File: src/rtl/div_arb_pkg.sv
// Shared definitions for the std_div_arb divider arbiter: op codes, FSM states
// and the round-robin grant search.
package div_arb_pkg;

    localparam logic OP_DIV  = 1'b0;
    localparam logic OP_MOD  = 1'b1;
    localparam int   MAX_REQ = 64;

    typedef enum logic [1:0] {
        IDLE = 2'd0,
        BUSY = 2'd1,
        RESP = 2'd2
    } state_e;

    // Index of the first set request at or above ptr, wrapping at n; ptr when none is set.
    function automatic int unsigned rrNext(input logic [MAX_REQ-1:0] reqs,
                                           input int unsigned        ptr,
                                           input int unsigned        n);
        int unsigned idx;
        logic        found;
        rrNext = ptr;
        found  = 1'b0;
        for (int unsigned k = 0; k < MAX_REQ; k++) begin
            idx = (ptr + k) % n;
            if (k < n && !found && reqs[idx[5:0]]) begin
                rrNext = idx;
                found  = 1'b1;
            end
        end
    endfunction

endpackage

File: src/rtl/std_div_arb_core.sv
// Serial restoring unsigned divider: one quotient bit per cycle, result valid
// width cycles after start. Divide by zero gives an all-ones quotient and remainder = left.
module std_div_arb_core #(
    parameter int width = 32
) (
    input  logic             clk,
    input  logic             reset_n,
    input  logic             start,
    input  logic [width-1:0] left,
    input  logic [width-1:0] right,
    output logic [width-1:0] quotient,
    output logic [width-1:0] remainder,
    output logic             valid
);
    localparam int            DW   = 2 * width - 1;
    localparam int            CW   = $clog2(width + 1);
    localparam logic [CW-1:0] LAST = CW'(width);

    logic [DW-1:0]    divisor_q, divisor_d;
    logic [width-1:0] dividend_q, dividend_d;
    logic [width-1:0] quotient_q, quotient_d;
    logic [width-1:0] mask_q, mask_d;
    logic [CW-1:0]    count_q, count_d;
    logic             active_q, active_d;
    logic             fits;

    // The divisor slides right past the dividend; a zero divisor always fits.
    assign fits = divisor_q <= DW'(dividend_q);

    always_comb begin
        divisor_d  = divisor_q;
        dividend_d = dividend_q;
        quotient_d = quotient_q;
        mask_d     = mask_q;
        count_d    = count_q;
        active_d   = active_q;
        if (start) begin
            divisor_d  = DW'(right) << (width - 1);
            dividend_d = left;
            quotient_d = '0;
            mask_d     = {1'b1, {(width-1){1'b0}}};
            count_d    = '0;
            active_d   = 1'b1;
        end else if (active_q && count_q != LAST) begin
            if (fits) begin
                dividend_d = dividend_q - divisor_q[width-1:0];
                quotient_d = quotient_q | mask_q;
            end
            divisor_d = divisor_q >> 1;
            mask_d    = mask_q >> 1;
            count_d   = count_q + 1'b1;
        end
    end

    always_ff @(posedge clk) begin
        if (!reset_n) begin
            divisor_q  <= '0;
            dividend_q <= '0;
            quotient_q <= '0;
            mask_q     <= '0;
            count_q    <= '0;
            active_q   <= 1'b0;
        end else begin
            divisor_q  <= divisor_d;
            dividend_q <= dividend_d;
            quotient_q <= quotient_d;
            mask_q     <= mask_d;
            count_q    <= count_d;
            active_q   <= active_d;
        end
    end

    assign quotient  = quotient_q;
    assign remainder = dividend_q;
    assign valid     = active_q && (count_q == LAST);

endmodule

File: src/rtl/std_div_arb.sv
// Round-robin arbiter sharing one serial divider between NUM_REQ go/done requesters.
// Define DIV_ARB_SIGNED_EN to honour req_signed (two's-complement div/mod).
module std_div_arb
    import div_arb_pkg::*;
#(
    parameter int width   = 32,
    parameter int NUM_REQ = 4
) (
    input  logic                     clk,
    input  logic                     reset_n,
    input  logic [NUM_REQ-1:0]       req_go,
    input  logic [NUM_REQ-1:0]       req_op,
    input  logic [NUM_REQ-1:0]       req_signed,
    input  logic [NUM_REQ*width-1:0] req_left,
    input  logic [NUM_REQ*width-1:0] req_right,
    output logic [width-1:0]         out,
    output logic [NUM_REQ-1:0]       done
);
    localparam int            IW        = $clog2(NUM_REQ);
    localparam int            CW        = $clog2(width);
    localparam logic [CW-1:0] LAST_ITER = CW'(width - 1);

    state_e        state_q, state_d;
    logic [IW-1:0] rr_q, rr_d;
    logic [IW-1:0] grant_q, grant_d;
    logic          op_q, op_d;
    logic [CW-1:0] iter_q, iter_d;

    logic             anyGo, start, coreValid;
    logic [IW-1:0]    pick, nextPtr;
    logic [width-1:0] selLeft, selRight, coreLeft, coreRight;
    logic [width-1:0] coreQuot, coreRem, result;

    assign anyGo    = |req_go;
    assign pick     = IW'(rrNext(MAX_REQ'(req_go), 32'(rr_q), 32'(NUM_REQ)));
    assign selLeft  = req_left[pick*width +: width];
    assign selRight = req_right[pick*width +: width];
    assign start    = (state_q == IDLE) && anyGo;
    assign nextPtr  = (grant_q == IW'(NUM_REQ - 1)) ? '0 : grant_q + 1'b1;

    // Only the granted requester's go matters while busy; dropping it abandons the operation.
    always_comb begin
        state_d = state_q;
        rr_d    = rr_q;
        grant_d = grant_q;
        op_d    = op_q;
        iter_d  = iter_q;
        case (state_q)
            IDLE: begin
                if (anyGo) begin
                    grant_d = pick;
                    op_d    = req_op[pick];
                    iter_d  = '0;
                    state_d = BUSY;
                end
            end
            BUSY: begin
                if (!req_go[grant_q]) begin
                    state_d = IDLE;
                    rr_d    = nextPtr;
                end else if (iter_q == LAST_ITER) begin
                    state_d = RESP;
                end else begin
                    iter_d = iter_q + 1'b1;
                end
            end
            RESP: begin
                state_d = IDLE;
                rr_d    = nextPtr;
            end
            default: state_d = IDLE;
        endcase
    end

    always_ff @(posedge clk) begin
        if (!reset_n) begin
            state_q <= IDLE;
            rr_q    <= '0;
            grant_q <= '0;
            op_q    <= OP_DIV;
            iter_q  <= '0;
        end else begin
            state_q <= state_d;
            rr_q    <= rr_d;
            grant_q <= grant_d;
            op_q    <= op_d;
            iter_q  <= iter_d;
        end
    end

`ifdef DIV_ARB_SIGNED_EN
    logic             sgn_q, leftNeg_q, rightNeg_q;
    logic [width-1:0] right_q;
    logic             selSigned;

    // The core only sees magnitudes; signs are remembered and applied to the result.
    assign selSigned = req_signed[pick];
    assign coreLeft  = (selSigned && selLeft[width-1])  ? -selLeft  : selLeft;
    assign coreRight = (selSigned && selRight[width-1]) ? -selRight : selRight;

    always_ff @(posedge clk) begin
        if (!reset_n) begin
            sgn_q      <= 1'b0;
            leftNeg_q  <= 1'b0;
            rightNeg_q <= 1'b0;
            right_q    <= '0;
        end else if (start) begin
            sgn_q      <= selSigned;
            leftNeg_q  <= selLeft[width-1];
            rightNeg_q <= selRight[width-1];
            right_q    <= selRight;
        end
    end

    // Quotient truncates toward zero; a nonzero remainder of a negative dividend folds to right - rem.
    always_comb begin
        if (op_q == OP_MOD) begin
            result = (sgn_q && leftNeg_q && coreRem != '0) ? right_q - coreRem : coreRem;
        end else begin
            result = (sgn_q && (leftNeg_q ^ rightNeg_q)) ? -coreQuot : coreQuot;
        end
    end
`else
    logic unusedSigned;
    assign unusedSigned = ^req_signed;
    assign coreLeft     = selLeft;
    assign coreRight    = selRight;
    assign result       = (op_q == OP_MOD) ? coreRem : coreQuot;
`endif

    std_div_arb_core #(.width(width)) core (
        .clk       (clk),
        .reset_n   (reset_n),
        .start     (start),
        .left      (coreLeft),
        .right     (coreRight),
        .quotient  (coreQuot),
        .remainder (coreRem),
        .valid     (coreValid)
    );

    always_comb begin
        out  = '0;
        done = '0;
        if (state_q == RESP && coreValid) begin
            out           = result;
            done[grant_q] = 1'b1;
        end
    end

endmodule

File: config.mk
export PLATFORM = sky130hd
export DESIGN_NAME = std_div_arb
export DESIGN_NICKNAME = d
export VERILOG_FILES = /design/src/rtl/div_arb_pkg.sv /design/src/rtl/std_div_arb_core.sv /design/src/rtl/std_div_arb.sv
export SDC_FILE = /design/constraint.sdc
export NUM_CORES = 1
export LEC_CHECK = 0
export ABC_CLOCK_PERIOD_IN_PS = 4550
export BUFFER_PORTS_ARGS = -buffer_cell sky130_fd_sc_hd__clkbuf_2
export CORE_MARGIN = 2
export CORE_UTILIZATION = 31
export CTS_CLUSTER_DIAMETER = 60
export DETAILED_ROUTE_END_ITERATION = 12
export SLEW_MARGIN = 20
export SYNTH_ARGS = -nofsm -noshare
export SYNTH_HDL_FRONTEND = slang
export SYNTH_SLANG_ARGS = --single-unit
File: constraint.sdc
create_clock -name clk -period 4.55 [get_ports clk]
set_clock_uncertainty 0.1 [all_clocks]
set_input_delay 0.2275 -clock clk [delete_from_list [all_inputs] [get_ports clk]]
set_output_delay 0.2275 -clock clk [all_outputs]
set_load 0.05 [all_outputs]
### Word-level counts from Yosys, hierarchy flattened

Index checks and enable logic that the tools add are counted.
Widths: inputs -> output; s select.

| operators by class | value |
|---|---|
| reductions and logical operators | 24 |
| bitwise logic cells | 2 |
| shift operators | 2 |
| add/sub/neg operators | 7 |
| muxes and demuxes | 41 |
| magnitude comparators | 8 |
| equal/unequal tests | 11 |

Operators by type and width:

| operator | number |
|---|---|
| $shiftx 128x8->32 | 2 |
| $mux 32 | 7 |
| $mux 63 | 2 |
| $le 63x32->1 | 1 |
| $or 32x32->32 | 1 |
| $sub 32x32->32 | 1 |
| $lt 2x7->1 const B | 4 |
| $mux 2 | 8 |
| $mux 5 | 3 |
| $bmux 1 s2 | 6 |
| $mux 1 | 10 |
| $pmux 5 s2 | 1 |
| $reduce_and 2->1 | 5 |
| $logic_and 1x1->1 | 8 |
| $ne 2x2->1 const B | 4 |
| $pmux 2 s2 | 2 |
| $reduce_bool 2->1 | 4 |
| $add 6x1->6 const B | 1 |
| $eq 6x6->1 const B | 1 |
| $lt 2x3->1 const B | 2 |
| $ne 6x6->1 const B | 1 |
| $add 5x1->5 const B | 1 |
| $eq 5x5->1 const B | 1 |
| $add 2x1->2 const B | 2 |
| 13 further kinds | 17 |

| word-level totals | value |
|---|---|
| logic and storage cells | 108 |
| bits in registers | 178 |
| bits of input ports | 270 |
| output and inout bits | 36 |

### Longest topological paths before layout

Gate-level depths: netlist of run 1.

| logic depth | value |
|---|---|
| depth after elaboration | 14 |
| gate-level depth with buffers | 13 |
| mapped depth without buffers | 12 |

### Modules after synthesis

A second synthesis of run 1 with hierarchy kept.

| unflattened totals | value |
|---|---|
| cell total of the unflattened synthesis | 1560 |
| area, all modules | 12150.4 µm² |

By module, submodules not included:

| module | cells an instance | instances | sequential area each (µm²) | area each (µm²) |
|---|---|---|---|---|
| std_div_arb_core | 1184 | 1 | 3323.2 | 8795.9 |
| std_div_arb | 376 | 1 | 240.2 | 3354.5 |

### Worst setup path after synthesis of run 1

No wires, ideal clock.

| timing path | value |
|---|---|
| path kind | register to register |
| from | register core.dividend_q[0] (netlist: core.remainder[0]) |
| to | register core.dividend_q[26] (netlist: core.remainder[26]) |
| path buffers | 0 |
| library setup time | 0.116 ns |
| cell stages (with the launch flop) | 13 |
| period minus slack after synthesis | 2.706 ns |
| required time | 4.334 ns |
| setup slack | 1.844 ns |
| data arrival time | 2.490 ns |
| cell sequence | dfxtp_1 > inv_1 > ha_1 > inv_1 > fa_1 > a21oi_1 > o211a_1 > o21ai_1 > o311a_1 > nor3_1 > o21ai_1 > xnor2_1 > a31o_2 |

| on the way | value |
|---|---|
| word-level cells in the longest chain between the ends | 4 |
| elaborated cells on any way between the ends | 7 |
| those cells by class | add/sub: 1; order compare: 1; mux: 3; reduce/logical: 2 |

RTL lines:

| what | RTL line | RTL |
|---|---|---|
| from (decl) | std_div_arb_core.sv:20 | `logic [width-1:0] dividend_q, dividend_d;` |
| from (signal assigned) | std_div_arb_core.sv:65 | `dividend_q <= dividend_d;` |
| $sub 32x32->32 | std_div_arb_core.sv:46 | `dividend_d = dividend_q - divisor_q[width-1:0];` |
| $mux 32 | std_div_arb_core.sv:45 | `if (fits) begin` |
| $mux 32 | std_div_arb_core.sv:44 | `end else if (active_q && count_q != LAST) begin` |
| $mux 32 | std_div_arb_core.sv:37 | `if (start) begin` |

Parallel ways exist; a longest one is shown, timed or not. The select of a mux whose other input is x is not followed.
A chain may end at the register's enable or synchronous reset.

### Worst setup path in the final report of run 1

| timing path | value |
|---|---|
| from | register core.divisor_q[21] |
| to | register core.dividend_q[27] (netlist: core.remainder[27]) |

| on the way | value |
|---|---|
| word-level cells in the longest chain between the ends | 4 |
| elaborated cells on any way between the ends | 7 |
| those cells by class | add/sub: 1; order compare: 1; mux: 3; reduce/logical: 2 |

RTL lines:

| what | RTL line | RTL |
|---|---|---|
| from (decl) | std_div_arb_core.sv:19 | `logic [DW-1:0] divisor_q, divisor_d;` |
| from (signal assigned) | std_div_arb_core.sv:64 | `divisor_q <= divisor_d;` |
| $sub 32x32->32 | std_div_arb_core.sv:46 |  |
| $mux 32 | std_div_arb_core.sv:45 |  |
| $mux 32 | std_div_arb_core.sv:44 |  |
| $mux 32 | std_div_arb_core.sv:37 |  |

Parallel ways exist; a longest one is shown, timed or not. The select of a mux whose other input is x is not followed.

==> summary.txt, run 1 <==
Worst setup path
  – R2r startpoint: core.divisor_q[21]
  – Critical Path End Type: flip-flop
  – WP data required: approximately 4.8 ns
  – Crit path arrival time: 3.70 ns
  – Worst R2R Path Depth: 10
  – Reg-to-Reg End: core.remainder[27]
  – Critical path class: flip-flop to flip-flop
  – Worst Path Max Fanout: 48
  – Reg-to-reg slack, setup: 1.11 ns
  – CP Launch Type: flip-flop

Min path
  – Hold Path Class: input pin to flip-flop
  – Hold wc startpoint: req_right[127]
  – Hold Path Sink: core.divisor_q[62]
  – Cells on Worst Hold Path: 5

GRT
  – Initial antenna violation count: 4
  – GRT met3 Usage: 3.70%
  – Vias in the first global route: between 10000 and 15000
  – Global route total overflow: 0
  – Largest net degree at the start of global routing: 105
  – Gr usage total: 19.3%
  – First-pass GRT wire length: between 60000 and 70000 um
  – Met1 global-route usage: 23.0%
  – GRT met2 Usage: 33.8%
  – Busiest metal layer after global routing: met2

Clock network
  – Clock-pin slew on the worst setup and hold paths: about 0.070 ns
  – # Post-CTS Setup Buffers: 0
  – Post_cts resized: 0
  – Clk_lat worst skew: 0.44 ns
  – Hold_buf cts: 0
  – CTS Buffer Depth: 2
  – CTS sink cnt: 178
  – CTS tree: done
  – Root Buffer: clkbuf_16
  – TritonCTS Buffers: 17
  – H-tree Lvls: 4

Timing
  – Fin. max-slew vios: 0
  – Min Clock Period, post-route: 3.44 ns
  – Max-Slew Margin vs Limit: a little over a quarter
  – Hold slack: 0.107 ns
  – Final Cycle Share: between 70% and 80%
  – Final worst slack: around 1.1 ns
  – Final Hold Fails: 0
  – RSZ-0062 raised after global routing: no
  – Worst Tran Pin Value: 1.10 ns
  – Setup TNS: 0 ns
  – Setup violators final: 0
  – Max Fclk: ~290 MHz

Cells and area
  – Post-layout util: 37.4%
  – Seq. cell area: 3560 sq um
  – Non-Filler Instances: 2484
  – Layout cells sized above 1: 20.8%
  – Ant. Diodes: 0
  – Layout Area Growth over Synthesis: 19.3%
  – Footprint of the multi-input gates: 8000 sq um
  – FILL cells: 4229
  – # nets final: roughly 2300

Drt
  – Vias per inst: 5.13
  – DRT antenna net count: 0
  – Starting DRT DRC Count: 798
  – DRC Markers: 0
  – First-pass iteration count of the detailed router: 5
  – Avg WL per Cell: 16.5 um
  – Drt total wl: about 41000 um
  – Via count: roughly 13000

Synthesis
  – Post-synth net total: 2083
  – Count leader, synth: nand2_1
  – Ys Warns: 0
  – Synth area leaders: dfxtp_1 (29%), nand2_1 (12%), a21oi_1 (7.3%), ha_1 (7.1%), a211oi_1 (3.5%)
  – Register area share after synthesis: 28.6%
  – FF+latch count, synth: 178
  – Syn avg cell area: 7.15 sq um
  – Most frequent cells after synthesis: nand2_1 (382), a21oi_1 (182), dfxtp_1 (178)
  – Post-synthesis cell count: 1741
  – FFs w/ async S/R, synth: 0%
  – EDFF count, synth: 0
  – Dominant synthesized flop cell: dfxtp_1
  – Netlist Area Pre-Place: 12500 sq um
  – Yosys top cell by area: dfxtp_1
  – Number of distinct library cells after synthesis: 72
  – Top cell type's share of synthesized area: 28.6%

Power and ir drop
  – Leak Pwr: 6.22 nW
  – Pwr dens: between 300 and 400 nW/um^2
  – Sequential power share: about a third
  – Comb power frac: 33.6%
  – Net Sw Power: between 1.5 and 2 mW
  – Worst vdd ir: 0.000287 V
  – Switching Share: 36.1%
  – Clock power share: 31.5%
  – Pint: 3.22 mW

Place
  – Inst Count DP: 2452
  – IO buf count: 301
  – Dpl ws: 1.12 ns
  – Hpwl dp: 31000 um
  – RePlAce Congestion: 0.897

Die
  – Initial core utilization: 31.3%
  – Die width: 204 um
  – IO Count: between 300 and 400
  – Die Footprint: 41800 sq um
  – Row count: 73
  – Die Span Y: ~200 um
  – CORE AREA: about 40000 sq um

Run
  – MaxCap Viol Count: 0

Run status
  – Status: complete, no violations
## layout by cell type, fill, tap and decap left out, types with 6 or more instances in the layout
cell type,count
a211oi_1,58
a21boi_0,6
a21o_1,14
a21oi_1,182
a21oi_2,30
a31oi_1,61
and2_1,61
and3_1,7
buf_4,17
clkbuf_16,17
clkbuf_2,301
dfxtp_1,177
ha_1,71
inv_1,88
mux2i_1,36
nand2_1,381
nand2b_1,10
nand3_1,56
nand4_1,10
nor2_1,113
nor2b_1,7
nor3_1,11
nor4_1,11
o211a_1,32
o211ai_1,8
o21a_1,12
o21ai_0,54
o21bai_1,9
o22ai_1,6
xnor2_1,16
xor2_1,13
## cells by family after synthesis
kind of cell             count (synthesis)  synth area share [%]
AO/OA/AOI/OAI                          510                  26.8
buffers and inverters                  222                  7.54
adder cells (fa/ha/maj)                 72                  7.30
AND/OR/NAND/NOR                        692                  24.5
flip-flops                             178                  28.6
XOR/XNOR                                29                  2.04
multiplexers                            38                  3.17
## power groups by stage
| stage | clock network [mW] | registers, mW | logic [mW] |
|---|---|---|---|
| 3_3_place_gp | 0 | 1.80 | 1.66 |
| 6_report | 1.59 | 1.76 | 1.70 |
| 3_5_place_dp | 0 | 1.80 | 1.69 |
| 2_1_floorplan | 0 | 1.75 | 1.23 |
| 5_1_grt | 1.68 | 1.78 | 1.89 |
| 4_1_cts | 1.63 | 1.76 | 1.70 |
## registers in the layout, indices dropped and copies added, names as in the netlist
register        count
core.mask_q        32
grant_q             2
core.divisor_q     63
core.quotient      32
core.active_q       1
core.remainder     32
rr_q                2
op_q                1
iter_q              5
core.count_q        6
state_q             2
## per-layer routing
layer	vias to the layer above	wire length, um
li1	6421	-
met1	5890	17500
met2	347	20000
met3	74	2080
met4	4	1500
met5	-	27
## worst max path at each step
| stage | startpoint | end | slack, ns | depth (start not counted) |
|---|---|---|---|---|
| 2_1_floorplan | core.remainder[0] | core.remainder[26] | 1.84 | 12 |
| 3_3_place_gp | core.divisor_q[21] | core.remainder[27] | 1.17 | 10 |
| 3_5_place_dp | core.divisor_q[21] | core.remainder[27] | 1.12 | 10 |
| 4_1_cts | core.divisor_q[21] | core.remainder[27] | 1.12 | 10 |
| 5_1_grt | core.divisor_q[20] | core.remainder[27] | 0.85 | 10 |
| 6_report | core.divisor_q[21] | core.remainder[27] | 1.11 | 10 |
## stage by stage
| stage | total power, mW | area (sq um) |
|---|---|---|
| after detailed placement | 3.49 | 14200 |
| after global placement | 3.46 | 14200 |
| final | 5.05 | 14900 |
| after floorplan | 2.98 | 12500 |
| after global routing | 5.35 | 14900 |
| after CTS | 5.09 | 14900 |
## worst max-delay path: stages (launching register included)
cell and delay [ns]:
dfxtp_1 0.37, inv_1 0.06, ha_1 0.45, nand4_2 0.23, or2_4 0.33, nor3_2 0.18, nand4b_1 0.18, a21boi_2 0.20
and2_4 0.73, o2111ai_1 0.30, a31oi_1 0.21
## final cells by class
type                       instances  share of cell area (%)
tap                              525                    4.42
inverter                          88                    2.22
timing repair buffer             320                    11.2
clock buffer                      18                    2.96
clock inverter                    14                    1.31
sequential                       178                    24.0
multi-input combinational       1341                    53.9
Power figures use the tool's default switching activity.
==> inputs of run 2 (changes only) <==
--- a/config.mk
+++ b/config.mk
@@ -5,7 +5,8 @@
 export SDC_FILE = /design/constraint.sdc
 export NUM_CORES = 1
 export LEC_CHECK = 0
-export ABC_CLOCK_PERIOD_IN_PS = 4550
+export ABC_AREA = 1
+export ABC_CLOCK_PERIOD_IN_PS = 3500
 export BUFFER_PORTS_ARGS = -buffer_cell sky130_fd_sc_hd__clkbuf_2
 export CORE_MARGIN = 2
 export CORE_UTILIZATION = 31
==> constraint.sdc (replaced) <==
create_clock -name clk -period 3.5 [get_ports clk]
set_clock_uncertainty 0.1 [all_clocks]
set_input_delay 0.175 -clock clk [delete_from_list [all_inputs] [get_ports clk]]
set_output_delay 0.175 -clock clk [all_outputs]
set_load 0.05 [all_outputs]
==> run 2 against run 1 <==
Against the previous run: combinational power rose to 5.1 times the previous value; die area is 5.1% higher; total power rose to 2.7 times the previous value; cell count rose by 20%; synthesized cell count is 25% higher; sequential share of layout area is 1.5 points lower; largest power group is now combinational cells; highest routed layer is now met4.
==> summary.txt, run 2 <==
Synthesis
  – EDFF count, synth: 0 (unchanged)
  – Synth Area in Adders: 6.93% (was 7.30%)
  – Largest family of logic cells by synthesized area: simple AND/OR/NAND/NOR gates (was compound AO/OA/AOI/OAI gates)
  – Ys Warns: 0 (unchanged)
  – Number of distinct library cells after synthesis: 40 (was 72)
  – Most frequent cells after synthesis: nand2_1 (707), nand3_1 (213), a21oi_1 (211), inv_1 (211), nor2_1 (192) (was nand2_1 (382), a21oi_1 (182), dfxtp_1 (178))
  – Yosys top cell by area: dfxtp_1 (unchanged)
  – Register area share after synthesis: 27.2% (was 28.6%)
  – FF+latch count, synth: 178 (unchanged)
  – Post-Synth Simple-Gate Area: 37.6% (was 24.5%)
  – Top cell type's share of synthesized area: 27.2% (was 28.6%)
  – Netlist Area Pre-Place: 13100 sq um (was 12500 sq um)
  – Post-Synth XOR/XNOR Area: 0.668% (was 2.04%)
  – Synth area leaders: dfxtp_1 (27%), nand2_1 (20%), nand3_1 (8.1%), a21oi_1 (8.1%), ha_1 (6.8%) (was dfxtp_1 (29%), nand2_1 (12%), a21oi_1 (7.3%), ha_1 (7.1%), a211oi_1 (3.5%))
  – Dominant synthesized flop cell: dfxtp_1 (unchanged)
  – Post-synth net total: 2520 (was 2083)
  – Post-synthesis cell count: 2178 (was 1741)
  – Mux contribution to synthesized area: 2.37% (was 3.17%)
  – Syn avg cell area: 6.02 sq um (was 7.15 sq um)
  – FFs w/ async S/R, synth: 0% (unchanged)
  – Count leader, synth: nand2_1 (unchanged)
  – Compound-Gate Fraction of Synth Area: 14.4% (was 26.8%)

Cells and area
  – Largest reg by FF count: core.divisor_q (unchanged)
  – Commonest non-fill, non-tap cell in the layout: nand2_1 (unchanged)
  – Commonest non-fill, non-tap cells in the layout: nand2_1 (706), clkbuf_2 (301), nand3_1 (213) (was nand2_1 (381), clkbuf_2 (301), a21oi_1 (182))
  – Ant. Diodes: 0 (unchanged)
  – Max reg flops: 63 (unchanged)
  – Non-Filler Instances: 2990 (was 2484)
  – FILL cells: 4561 (was 4229)
  – Fin area: 15900 sq um (was 14900 sq um)
  – # nets final: 2780 (was 2288)
  – Post-layout util: 37.9% (was 37.4%)
  – Layout Area Growth over Synthesis: 21.2% (was 19.3%)
  – Layout cells sized above 1: 15.5% (was 20.8%)

Drt
  – Starting DRT DRC Count: 946 (was 798)
  – Vias per inst: 4.88 (was 5.13)
  – Drt total wl: 44700 um (was 41100 um)
  – Avg WL per Cell: 14.9 um (was 16.5 um)
  – DRC Markers: 0 (unchanged)
  – DRT antenna net count: 0 (unchanged)
  – Via count: 14600 (was 12700)
  – First-pass iteration count of the detailed router: 5 (unchanged)

Timing
  – Setup violators final: 0 (unchanged)
  – Fin. max-slew vios: 0 (unchanged)
  – Final Hold Fails: 0 (unchanged)
  – Worst Tran Pin Value: 1.03 ns (was 1.10 ns)
  – Final worst slack: 0.419 ns (was 1.11 ns)
  – Max-Slew Margin vs Limit: 31.5% (was 26.5%)
  – Hold slack: 0.000818 ns (was 0.107 ns)
  – Setup TNS: 0 ns (unchanged)
  – Max Fclk: 325 MHz (was 291 MHz)
  – Final Cycle Share: 88.0% (was 75.6%)
  – Min Clock Period, post-route: 3.08 ns (was 3.44 ns)
  – RSZ-0062 raised after global routing: no (unchanged)

GRT
  – Initial antenna violation count: 0 (was 4)
  – Largest net degree at the start of global routing: 105 (unchanged)
  – GRT met2 Usage: 36.4% (was 33.8%)
  – Met1 global-route usage: 24.8% (was 23.0%)
  – Busiest metal layer after global routing: met2 (unchanged)
  – GRT met3 Usage: 2.98% (was 3.70%)
  – Vias in the first global route: 13900 (was 12100)
  – Gr usage total: 20.2% (was 19.3%)
  – First-pass GRT wire length: 71400 um (was 63900 um)
  – Global route total overflow: 0 (unchanged)

Worst setup path
  – Most used cell, CP: nand2_1
  – Crit path arrival time: 3.29 ns (was 3.70 ns)
  – Critical path cell sequence: inv_2, nand2_1, nand3_1, nand2_1, nand3_1, nand2_1, inv_1, nand2_1, nand2_1, nand2_2, buf_12, nand3_1, dlygate4sd3_1, nand3_1, a21oi_1 (was inv_1, ha_1, nand4_2, or2_4, nor3_2, nand4b_1, a21boi_2, and2_4, o2111ai_1, a31oi_1)
  – Worst Path Max Fanout: 36 (was 48)
  – CP Launch Type: flip-flop (unchanged)
  – WP data required: 3.71 ns (was 4.81 ns)
  – CP top delay family: simple AND/OR/NAND/NOR gates (unchanged)
  – CP peak stage delay: 0.57 ns (was 0.73 ns)
  – Critical path buffer and inverter count: 4 (was 1)
  – Critical path class: flip-flop to flip-flop (unchanged)
  – Critical Path End Type: flip-flop (unchanged)
  – Worst path slowest cell: dlygate4sd3_1 (was and2_4)

Die
  – Die Footprint: 43900 sq um (was 41800 sq um)
  – Die width: 210 um (was 204 um)
  – CORE AREA: 41900 sq um (was 39700 sq um)
  – Initial core utilization: 31.3% (about the same)
  – IO Count: 306 (unchanged)
  – Row count: 75 (was 73)
  – Die Span Y: 210 um (was 204 um)

Clock network
  – CTS Buffer Depth: 2 (unchanged)
  – H-tree Lvls: 4 (unchanged)
  – CTS tree: done (unchanged)
  – CTS sink cnt: 178 (unchanged)
  – TritonCTS Buffers: 17 (unchanged)
  – Clock-pin slew on the worst setup and hold paths: 0.08 ns (was 0.07 ns)
  – # Post-CTS Setup Buffers: 0 (unchanged)
  – Root Buffer: clkbuf_16 (unchanged)
  – Clk_lat worst skew: 0.45 ns (was 0.44 ns)

Place
  – RePlAce Congestion: 0.919 (was 0.897)
  – DP Area: 15000 sq um (was 14200 sq um)
  – Hpwl dp: 34300 um (was 31000 um)
  – IO buf count: 301 (unchanged)
  – Inst Count DP: 2928 (was 2452)
  – Dpl ws: 0.552 ns (was 1.12 ns)

Power and ir drop
  – Leak Pwr: 7.86 nW (was 6.22 nW)
  – Pwr dens: 850 nW/um^2 (was 340 nW/um^2)
  – Total power: 13.5 mW (was 5.05 mW)
  – Worst vdd ir: 0.000555 V (was 0.000287 V)

Run
  – MaxCap Viol Count: 0 (unchanged)

Min path
  – Hold Path Class: input pin to flip-flop (unchanged)

Run status
  – Status: complete, no violations (unchanged)
## run 2: cell count changes in the layout (fill, tap and decap cells not counted), moves of 30 or more
cell / delta
nor2_1: +77
inv_1: +122
nand2_1: +325
o21ai_0: +82
a31oi_1: -59
nand3_1: +157
a21oi_2: -30
o211a_1: -31
a211oi_1: -57
dlygate4sd3_1: +30
and2_1: -60
## run 2: path summary, 6_finish.rpt
| path | start | endpoint | slack, ns | cells after the start |
|---|---|---|---|---|
| worst max-delay path | rr_q[0] | core.divisor_q[44] | 0.42 | 15 |
| worst min-delay path | req_right[40] | core.divisor_q[39] | 0.0008 | 5 |
| worst max register to register | rr_q[0] | core.divisor_q[44] | 0.42 | 15 |
| worst min register to register | core.quotient[0] | core.quotient[0] | 0.36 | 2 |
## run 2: tightest hold or removal path: stages
cell and delay (ns):
clkbuf_2 0.08, nand2_1 0.05, nand3_1 0.07, nand3_1 0.07, a21oi_1 0.06
## run 2: cell families (layout without fill, tap and decap cells)
group | Yosys count | after routing
adders and majority gates | 72 | 72
buffers and inverters | 335 | 608
and+or+nand+nor | 1184 | 1184
DFF | 178 | 178
AOI/OAI and AO/OA | 368 | 368
xor gates and xnor gates | 10 | 10
muxes | 31 | 31
## run 2: metal layers
metal	up-vias	share of wire, %
li1	7509	-
met3	47	4.0
met4	0	2.4
met5	-	0
met2	367	49
met1	6663	44
## run 2: what timing repair did
item / in CTS / in global routing
endpoints found under the setup margin: 0 / 8
hold buffers: 30 / 0
hold endpoints to repair: 12 / 0
gates resized for setup: 0 / 2
## run 2: power breakdown
part	switching (mW)	leakage, nW	internal, mW
clock	0.909	0.288	1.08
sequential	0.408	1.46	2.41
combinational	5.79	6.12	2.91
total	7.11	7.86	6.40
## run 2: final cells by class
cell class,instances,area (sq um),share of cell area (%)
multi-input cells,1665,8140,51.3
flip-flops and latches,178,3570,22.5
repair buffers,359,2080,13.1
inverters,217,823,5.18
well taps,539,674,4.25
clock buffers,18,429,2.70
clock inverters,14,166,1.05
